**src/rtl/mult_div_unit_if.sv**
```systemverilog
// Start/Busy/Done handshake bundle for mult_div_unit; the DivZero member exists
// only when MD_DIVZERO_FLAG_EN is defined.
interface mult_div_unit_if #(
    parameter int WIDTH = 32
);
    logic             Start;
    logic [1:0]       Op;
    logic [WIDTH-1:0] A;
    logic [WIDTH-1:0] B;
    logic [WIDTH-1:0] HI;
    logic [WIDTH-1:0] LO;
    logic             Busy;
    logic             Done;
`ifdef MD_DIVZERO_FLAG_EN
    logic             DivZero;

    modport master (output Start, Op, A, B, input HI, LO, Busy, Done, DivZero);
    modport slave  (input Start, Op, A, B, output HI, LO, Busy, Done, DivZero);
`else
    modport master (output Start, Op, A, B, input HI, LO, Busy, Done);
    modport slave  (input Start, Op, A, B, output HI, LO, Busy, Done);
`endif
endinterface

```
**src/rtl/mult_div_unit.sv**
```systemverilog
// Iterative MULT/MULTU/DIV/DIVU: one bit per cycle, 34 cycles Start-to-Done, Start ignored while Busy.
// Optional feature macro MD_DIVZERO_FLAG_EN adds the DivZero result flag.
module mult_div_unit #(
    parameter int WIDTH = 32,
    parameter int CNT_W = 6
) (
    input  logic            CLK,
    input  logic            RSTN,
    mult_div_unit_if.slave  md
);
    typedef enum logic [1:0] {S_IDLE, S_RUN, S_FIX, S_DONE} state_t;

    state_t               r_state;
    logic [1:0]           r_op;
    logic                 r_neg_q;
    logic                 r_neg_r;
    logic                 r_bzero;
    logic [WIDTH-1:0]     r_a;
    logic [WIDTH-1:0]     r_b;
    logic [WIDTH-1:0]     r_a_raw;
    logic [2*WIDTH-1:0]   r_work;
    logic [CNT_W-1:0]     r_cnt;
    logic [WIDTH-1:0]     r_hi;
    logic [WIDTH-1:0]     r_lo;
    logic                 r_busy;
    logic                 r_done;
    logic                 r_dz;

    // Signed ops have Op[0]=0; unsigned operands never count as negative.
    logic                 w_a_neg;
    logic                 w_b_neg;
    logic [WIDTH-1:0]     w_a_mag;
    logic [WIDTH-1:0]     w_b_mag;
    assign w_a_neg = md.A[WIDTH-1] & ~md.Op[0];
    assign w_b_neg = md.B[WIDTH-1] & ~md.Op[0];
    assign w_a_mag = w_a_neg ? -md.A : md.A;
    assign w_b_mag = w_b_neg ? -md.B : md.B;

    // Multiply: accumulate into the upper half and shift the whole register right.
    logic [WIDTH:0]       w_madd;
    logic [2*WIDTH-1:0]   w_mul_next;
    assign w_madd     = {1'b0, r_work[2*WIDTH-1:WIDTH]} + (r_b[0] ? {1'b0, r_a} : '0);
    assign w_mul_next = {w_madd, r_work[WIDTH-1:1]};

    // Divide: remainder in the upper half, quotient bits shift into the lower half.
    logic [WIDTH:0]       w_part;
    logic [WIDTH:0]       w_trial;
    logic                 w_ge;
    logic [2*WIDTH-1:0]   w_div_next;
    assign w_part     = {r_work[2*WIDTH-1:WIDTH], r_a[WIDTH-1]};
    assign w_trial    = w_part - {1'b0, r_b};
    assign w_ge       = ~w_trial[WIDTH];
    assign w_div_next = {(w_ge ? w_trial[WIDTH-1:0] : w_part[WIDTH-1:0]),
                         r_work[WIDTH-2:0], w_ge};

    logic [2*WIDTH-1:0]   w_prod_fix;
    logic [WIDTH-1:0]     w_q_fix;
    logic [WIDTH-1:0]     w_r_fix;
    assign w_prod_fix = r_neg_q ? -r_work : r_work;
    assign w_q_fix    = r_neg_q ? -r_work[WIDTH-1:0] : r_work[WIDTH-1:0];
    assign w_r_fix    = r_neg_r ? -r_work[2*WIDTH-1:WIDTH] : r_work[2*WIDTH-1:WIDTH];

    always_ff @(posedge CLK) begin
        if (!RSTN) begin
            r_state <= S_IDLE;
            r_op    <= '0;
            r_neg_q <= 1'b0;
            r_neg_r <= 1'b0;
            r_bzero <= 1'b0;
            r_a     <= '0;
            r_b     <= '0;
            r_a_raw <= '0;
            r_work  <= '0;
            r_cnt   <= '0;
            r_hi    <= '0;
            r_lo    <= '0;
            r_busy  <= 1'b0;
            r_done  <= 1'b0;
            r_dz    <= 1'b0;
        end else begin
            unique case (r_state)
                S_IDLE, S_DONE: begin
                    r_done <= 1'b0;
                    if (md.Start) begin
                        r_op    <= md.Op;
                        r_neg_q <= w_a_neg ^ w_b_neg;
                        r_neg_r <= w_a_neg;
                        r_bzero <= (md.B == '0);
                        r_a     <= w_a_mag;
                        r_b     <= w_b_mag;
                        r_a_raw <= md.A;
                        r_work  <= '0;
                        r_cnt   <= '0;
                        r_busy  <= 1'b1;
                        r_state <= S_RUN;
                    end else begin
                        r_state <= S_IDLE;
                    end
                end
                S_RUN: begin
                    if (r_op[1]) begin
                        r_work <= w_div_next;
                        r_a    <= r_a << 1;
                    end else begin
                        r_work <= w_mul_next;
                        r_b    <= r_b >> 1;
                    end
                    r_cnt <= r_cnt + 1'b1;
                    if (r_cnt == CNT_W'(WIDTH - 1)) begin
                        r_state <= S_FIX;
                    end
                end
                S_FIX: begin
                    if (!r_op[1]) begin
                        r_hi <= w_prod_fix[2*WIDTH-1:WIDTH];
                        r_lo <= w_prod_fix[WIDTH-1:0];
                    end else if (r_bzero) begin
                        r_hi <= r_a_raw;
                        r_lo <= '1;
                    end else begin
                        r_hi <= w_r_fix;
                        r_lo <= w_q_fix;
                    end
                    r_dz    <= r_op[1] & r_bzero;
                    r_busy  <= 1'b0;
                    r_done  <= 1'b1;
                    r_state <= S_DONE;
                end
                default: r_state <= S_IDLE;
            endcase
        end
    end

    assign md.HI   = r_hi;
    assign md.LO   = r_lo;
    assign md.Busy = r_busy;
    assign md.Done = r_done;
`ifdef MD_DIVZERO_FLAG_EN
    assign md.DivZero = r_dz;
`else
    logic w_dz_unused;
    assign w_dz_unused = r_dz;
`endif
endmodule
```
**src/flat_wrapper.sv**
```systemverilog
// flat-port wrapper written by rule: the top's interface ports become plain ports
module mult_div_unit_flat 
#(
    parameter int WIDTH = 32,
    parameter int CNT_W = 6
)
  (CLK, RSTN, md_Start, md_Op, md_A, md_B, md_HI, md_LO, md_Busy, md_Done);
  mult_div_unit_if #(.WIDTH(WIDTH)) md_i ();
  input  logic CLK;
  input  logic RSTN;
  input wire logic [$bits(md_i.Start)-1:0] md_Start;
  input wire logic [$bits(md_i.Op)-1:0] md_Op;
  input wire logic [$bits(md_i.A)-1:0] md_A;
  input wire logic [$bits(md_i.B)-1:0] md_B;
  output wire logic [$bits(md_i.HI)-1:0] md_HI;
  output wire logic [$bits(md_i.LO)-1:0] md_LO;
  output wire logic [$bits(md_i.Busy)-1:0] md_Busy;
  output wire logic [$bits(md_i.Done)-1:0] md_Done;
  assign md_i.Start = md_Start;
  assign md_i.Op = md_Op;
  assign md_i.A = md_A;
  assign md_i.B = md_B;
  assign md_HI = md_i.HI;
  assign md_LO = md_i.LO;
  assign md_Busy = md_i.Busy;
  assign md_Done = md_i.Done;
  mult_div_unit #(.WIDTH(WIDTH), .CNT_W(CNT_W)) u_core (.CLK(CLK), .RSTN(RSTN), .md(md_i));
endmodule
```
**config.mk**
```make
export PLATFORM = sky130hd
export DESIGN_NAME = mult_div_unit_flat
export DESIGN_NICKNAME = d
export VERILOG_FILES = /design/src/rtl/mult_div_unit_if.sv /design/src/rtl/mult_div_unit.sv /design/src/flat_wrapper.sv
export SDC_FILE = /design/constraint.sdc
export NUM_CORES = 1
export LEC_CHECK = 0
export CAP_MARGIN = 20
export CORE_ASPECT_RATIO = 0.8
export CORE_MARGIN = 3
export CORE_UTILIZATION = 52
export DETAILED_ROUTE_END_ITERATION = 10
export PLACE_DENSITY = 0.81
export SLEW_MARGIN = 20
export SYNTH_ARGS = -nofsm -noshare
export SYNTH_HDL_FRONTEND = slang
export SYNTH_SLANG_ARGS = --single-unit
```
**constraint.sdc**
```tcl
create_clock -name CLK -period 3.35 [get_ports CLK]
set_input_delay 1.005 -clock CLK [delete_from_list [all_inputs] [get_ports CLK]]
set_output_delay 1.005 -clock CLK [all_outputs]
set_load 0.1 [all_outputs]
```
After elaboration in Yosys (flattened, before gate mapping)

Index checks and enable logic that the tools add are counted.
W data, S select, Z words.

Register bits after elaboration: 239
Input bits: 69
Word-level logic and storage cells: 73

Add/sub/neg operators: 8
Eq/ne operators: 8
Mux-type cells: 28
Bitwise operators: 5
Reduce and logical (&&, ||, !) cells: 10

Operators by type and width:

| operator              | count |
|---|---|
| $mux W32              | 14 |
| $mux W64              | 3 |
| $neg A32 Y32          | 4 |
| $pmux W32 S2          | 2 |
| $pmux W64 S2          | 1 |
| $neg A64 Y64          | 1 |
| $add A32 B33 Y33      | 1 |
| $sub A33 B32 Y33      | 1 |
| $logic_not A32 Y1     | 1 |
| $pmux W6 S2           | 1 |
| $add A6 B1 Y6 const B | 1 |
| $eq A6 B5 Y1 const B  | 1 |
| $mux W6               | 1 |
| $pmux W2 S3           | 1 |
| $reduce_and A2 Y1     | 3 |
| $reduce_and A3 Y1     | 2 |
| $eq A2 B2 Y1 const B  | 2 |
| $ne A2 B1 Y1 const B  | 2 |
| $ne A2 B2 Y1 const B  | 2 |
| $pmux W1 S2           | 2 |
| $reduce_bool A2 Y1    | 2 |
| $and A1 B1 Y1         | 2 |
| $eq A2 B1 Y1 const B  | 1 |
| $logic_not A2 Y1      | 1 |
| other kinds (5)       | 7 |

Depth between registers and ports, before layout

Depth after elaboration: 5
Mapped depth: 14

Worst setup path after synthesis

Ideal clock, no wire load.

Path type: input to register
Start: input port md_B[8]
End: register u_core.r_b[26]
Arrival time: 3.008 ns
Data required time: 3.222 ns
Slack: 0.214 ns
Stages: 8
Buffers on the path: 0
Cells stage by stage: or4_1 -> nor3_1 -> nor4b_4 -> nand3_1 -> o31ai_1 -> xnor2_1 -> a221oi_1 -> nor2_1

Cells in the longest elaborated chain, start to end: 4

Ends and longest elaborated chain:

| element              | RTL line             | text |
|---|---|---|
| from (decl)          | flat_wrapper.sv:14   | `input wire logic [$bits(md_i.B)-1:0] md_B;` |
| $neg A32 Y32         | mult_div_unit.sv:37  | `assign w_b_mag = w_b_neg ? -md.B : md.B;` |
| $mux W32             | mult_div_unit.sv:37  |  |
| $mux W32             | mult_div_unit.sv:84  | `if (md.Start) begin` |
| $pmux W32 S2         | mult_div_unit.sv:81  | `unique case (r_state)` |
| to (signal assigned) | mult_div_unit.sv:90  | `r_b <= w_b_mag;` |
| to (signal assigned) | mult_div_unit.sv:106 | `r_b <= r_b >> 1;` |
| to (decl)            | mult_div_unit.sv:19  | `logic [WIDTH-1:0] r_b;` |

No other way between the ends. The select of a mux whose other input is x is not followed.
A chain may end at the register's enable or synchronous reset.

Final worst setup path

Start: register u_core.r_b[0]
End: register u_core.r_work[57]

Cells in the longest elaborated chain, start to end: 4

Ends and longest elaborated chain:

| element                                      | RTL line                                 | text |
|---|---|---|
| $mux W32 or $sub A33 B32 Y33 (tied branches) | mult_div_unit.sv:42, mult_div_unit.sv:51 |  |
| $add A32 B33 Y33 or $mux W32 (tied branches) | mult_div_unit.sv:42, mult_div_unit.sv:53 |  |
| $mux W64 (*)                                 | mult_div_unit.sv:101                     | `if (r_op[1]) begin` |
| $pmux W64 S2 (*)                             | mult_div_unit.sv:81                      |  |
| to (signal assigned)                         | mult_div_unit.sv:102                     | `r_work <= w_div_next;` |
| to (signal assigned)                         | mult_div_unit.sv:105                     | `r_work <= w_mul_next;` |
| to (decl)                                    | mult_div_unit.sv:21                      | `logic [2*WIDTH-1:0] r_work;` |

Every way passes the cells marked *; elsewhere a longest branch is shown, timed or not.

==> impl_metrics.env <==
export IMPL_io_pins=135
export IMPL_ys_flop_type="dfxtp_1"
export IMPL_drive_gt1_frac=0.151
export IMPL_drt_initial_drc_count=2420
export IMPL_synth_edff_count=0
export IMPL_grt_start_max_net_pins=136
export IMPL_fin_crit_ns=3.24
export IMPL_min_path_cells=2
export IMPL_clock_sinks=238
export IMPL_core_area_sq_um=32600
export IMPL_p_per_area_nw_per_um2=737
export IMPL_synth_fp_nets=2518
export IMPL_htree_levels=1
export IMPL_synthArstFlopShare=0
export IMPL_cts_buffers=27
export IMPL_syn_area_sq_um=17300
export IMPL_startpoint_type="flop"
export IMPL_setup_slack_ns=0.113
export IMPL_row_count=59
export IMPL_maxCapViolCount=0
export IMPL_root_buffer="clkbuf_16"
export IMPL_grt_pass1_wl_mm=101
export IMPL_switching_share=0.480
export IMPL_r2r_worst_path_cells=13
export IMPL_crit_path_max_incr_delay_ns=0.53
export IMPL_status="finished clean"
export IMPL_postSynthCellCount=2374
export IMPL_switchingPower_uw=7420
export IMPL_rsz0062_at_grt="false"
export IMPL_cts_resized=0
export IMPL_slew_violations=0
export IMPL_syn_avg_cell_area_sq_um=7.27
export IMPL_ir_drop_v=0.000559
export IMPL_wl_mm=65.7
export IMPL_finalClockSkew_ns=0.0191
export IMPL_max_slew_margin_rel=0.247
export IMPL_port_buffers=134
export IMPL_ys_seq_area_frac=0.276
export IMPL_drc=0
export IMPL_p_clk_frac=0.217
export IMPL_final_core_util=0.643
export IMPL_antenna_found_initial=1
export IMPL_cts_tree="done"
export IMPL_initial_core_util=0.529
export IMPL_tightest_slew_ns=1.13
export IMPL_clock_fmax_mhz=309
export IMPL_worstPathMaxFanout=23
export IMPL_place_gp_congestion=1.00
export IMPL_critPathKind="flop to flop"
export IMPL_crit_slowest_cell="or4_1"
export IMPL_ys_types=86
export IMPL_critPathRequiredTime_ns=3.81
export IMPL_fillers=2858
export IMPL_power_share_sequential=0.254
export IMPL_synth_yosys_warnings=0
export IMPL_clock_latency_ns=0.58
export IMPL_clockBufferDepth=3
export IMPL_synthToLayoutAreaGrowth_pct=21.6
export IMPL_worstSetupEndpointType="flop"
export IMPL_routedWlPerCell_um=21.7
export IMPL_track_usage=0.357
export IMPL_vias_per_cell=6.29
export IMPL_clk_pin_slew_ns=0.06
export IMPL_hold_class="flop to flop"
export IMPL_layout_common_cells="nand2_1, a21oi_1, buf_4"
export IMPL_die_x_um=210
export IMPL_ys_seq_elements=238
export IMPL_finalNetCount=2720
export IMPL_dr_total_vias=19027
export IMPL_post_dp_cell_area_sq_um=20000
export IMPL_dp_slack_ns=-0.190
export IMPL_period_share=0.966
export IMPL_grt_pass1_vias=17444
export IMPL_diodes=0
export IMPL_grt_overflow=0
export IMPL_ctsHoldBuffers=0
export IMPL_internal_power_uw=8030
export IMPL_leakagePower_uw=0.00855
export IMPL_firstDrtPassIters=6
export IMPL_setup_viol=0
export IMPL_fin_area_sq_um=21000
export IMPL_antenna_left=0
export IMPL_critical_path_arrival_ns=3.69
export IMPL_die_area_sq_um=35400
export IMPL_power_share_combinational=0.528
export IMPL_hold_viol_final=0
export IMPL_cts_setup_buffers=0
export IMPL_cp_cell_sequence="buf_12 > and2_1 > ha_1 > nand2_1 > or4_1 > a31o_2 > a22oi_1 > buf_4 > o21a_1 > a41oi_1 > mux2i_1 > nor2_1 > o21ai_0"
export IMPL_hpwl_mm=50.8
export IMPL_final_common_cell="nand2_1"
export IMPL_dieHeight_um=169
==> layout make-up <==
type                       count  area [sq um]  area share
clock inverter                15           244      0.0116
inverter                      71           269      0.0128
timing repair buffer         333          2780       0.133
sequential                   238          4770       0.228
clock buffer                  35           746      0.0356
multi-input combinational   1905         11600       0.554
tap                          427           534      0.0255
==> power groups by stage <==
stage | registers (uW) | clock network [uW] | logic, uW
floorplan | 5190 | 0 | 4070
global placement | 3920 | 0 | 7810
detailed placement | 3940 | 0 | 7930
CTS | 3880 | 3360 | 7980
global route | 3960 | 3470 | 8730
finish | 3930 | 3360 | 8170
==> flip-flops by register name, indices dropped and copies added, names as in the netlist, 2 cells and up <==
register        cells
u_core.r_work      64
u_core.md.HI       32
u_core.md.LO       32
u_core.r_a         32
u_core.r_a_raw     32
u_core.r_b         32
u_core.r_cnt        6
u_core.r_state      2
==> cells in the mapped netlist (9+ instances only) <==
cell | count | area (sq um)
inv_1 | 68 | 255
nor4_1 | 13 | 81.3
ha_1 | 73 | 913
mux2_2 | 33 | 372
clkbuf_1 | 139 | 522
a31oi_1 | 20 | 125
nand2b_1 | 26 | 163
a22oi_1 | 17 | 128
mux2i_1 | 28 | 280
dfxtp_1 | 238 | 4760
o221ai_1 | 12 | 105
nand3_1 | 67 | 335
o21a_1 | 12 | 90.1
nor3_1 | 51 | 255
a21o_1 | 23 | 173
o21bai_1 | 10 | 75.1
o41ai_1 | 9 | 78.8
or3_1 | 19 | 119
o21ai_0 | 203 | 1020
xor2_1 | 86 | 753
nand4_1 | 17 | 106
and2_1 | 37 | 231
nand2_1 | 406 | 1520
xnor2_1 | 91 | 797
o211ai_1 | 24 | 180
o31ai_1 | 25 | 188
a211oi_1 | 14 | 105
nor2_1 | 132 | 495
nor2b_1 | 13 | 81.3
a21oi_1 | 296 | 1480
or4_1 | 12 | 90.1
==> final timing paths <==
check	startpoint	to	slack (ns)
setup reg to reg	u_core.r_b[0]	u_core.r_work[57]	0.11
hold / removal	u_core.md.HI[30]	u_core.md.HI[30]	0.44
hold reg to reg	u_core.md.HI[30]	u_core.md.HI[30]	0.44
setup / recovery	u_core.r_b[0]	u_core.r_work[57]	0.11
==> cell families after synthesis <==
kind of cell,after synthesis,synth area share
AOI/OAI and AO/OA,746,0.258
buffers and inverters,231,0.0526
xor gates and xnor gates,177,0.0898
DFF,238,0.276
adders and majority gates,75,0.0553
and+or+nand+nor,846,0.231
muxes,61,0.0378
==> routing by layer <==
| metal | share of wire | GRT usage | vias to the layer above | wire (um) |
|---|---|---|---|---|
| met4 | 0.020 | 0.0617 | 0 | 1330 |
| met3 | 0.13 | 0.0989 | 119 | 8630 |
| met5 | 0 | 0 | - | 0 |
| li1 | - | - | 8824 | - |
| met2 | 0.39 | 0.498 | 1107 | 25900 |
| met1 | 0.46 | 0.550 | 8977 | 29900 |
==> worst max-delay path: cells and delay by family (launching register included) <==
kind	cells	cell delay [ns]
and+or+nand+nor	4	0.97
AOI/OAI and AO/OA	5	0.88
adders and majority gates	1	0.41
DFF	1	0.37
buffers and inverters	2	0.32
muxes	1	0.16
==> through the flow <==
step                setup TNS (ns)  hold slack, ns  instances  total power, uW
floorplan                        0           0.433       2374             9260
finish                           0           0.441       3024            15500
detailed placement           -2.08           0.435       2974            11900
global route                     0           0.478       3024            16200
CTS                              0           0.445       3024            15200
global placement            -0.585           0.432       2974            11700
Power figures use the tool's default switching activity.
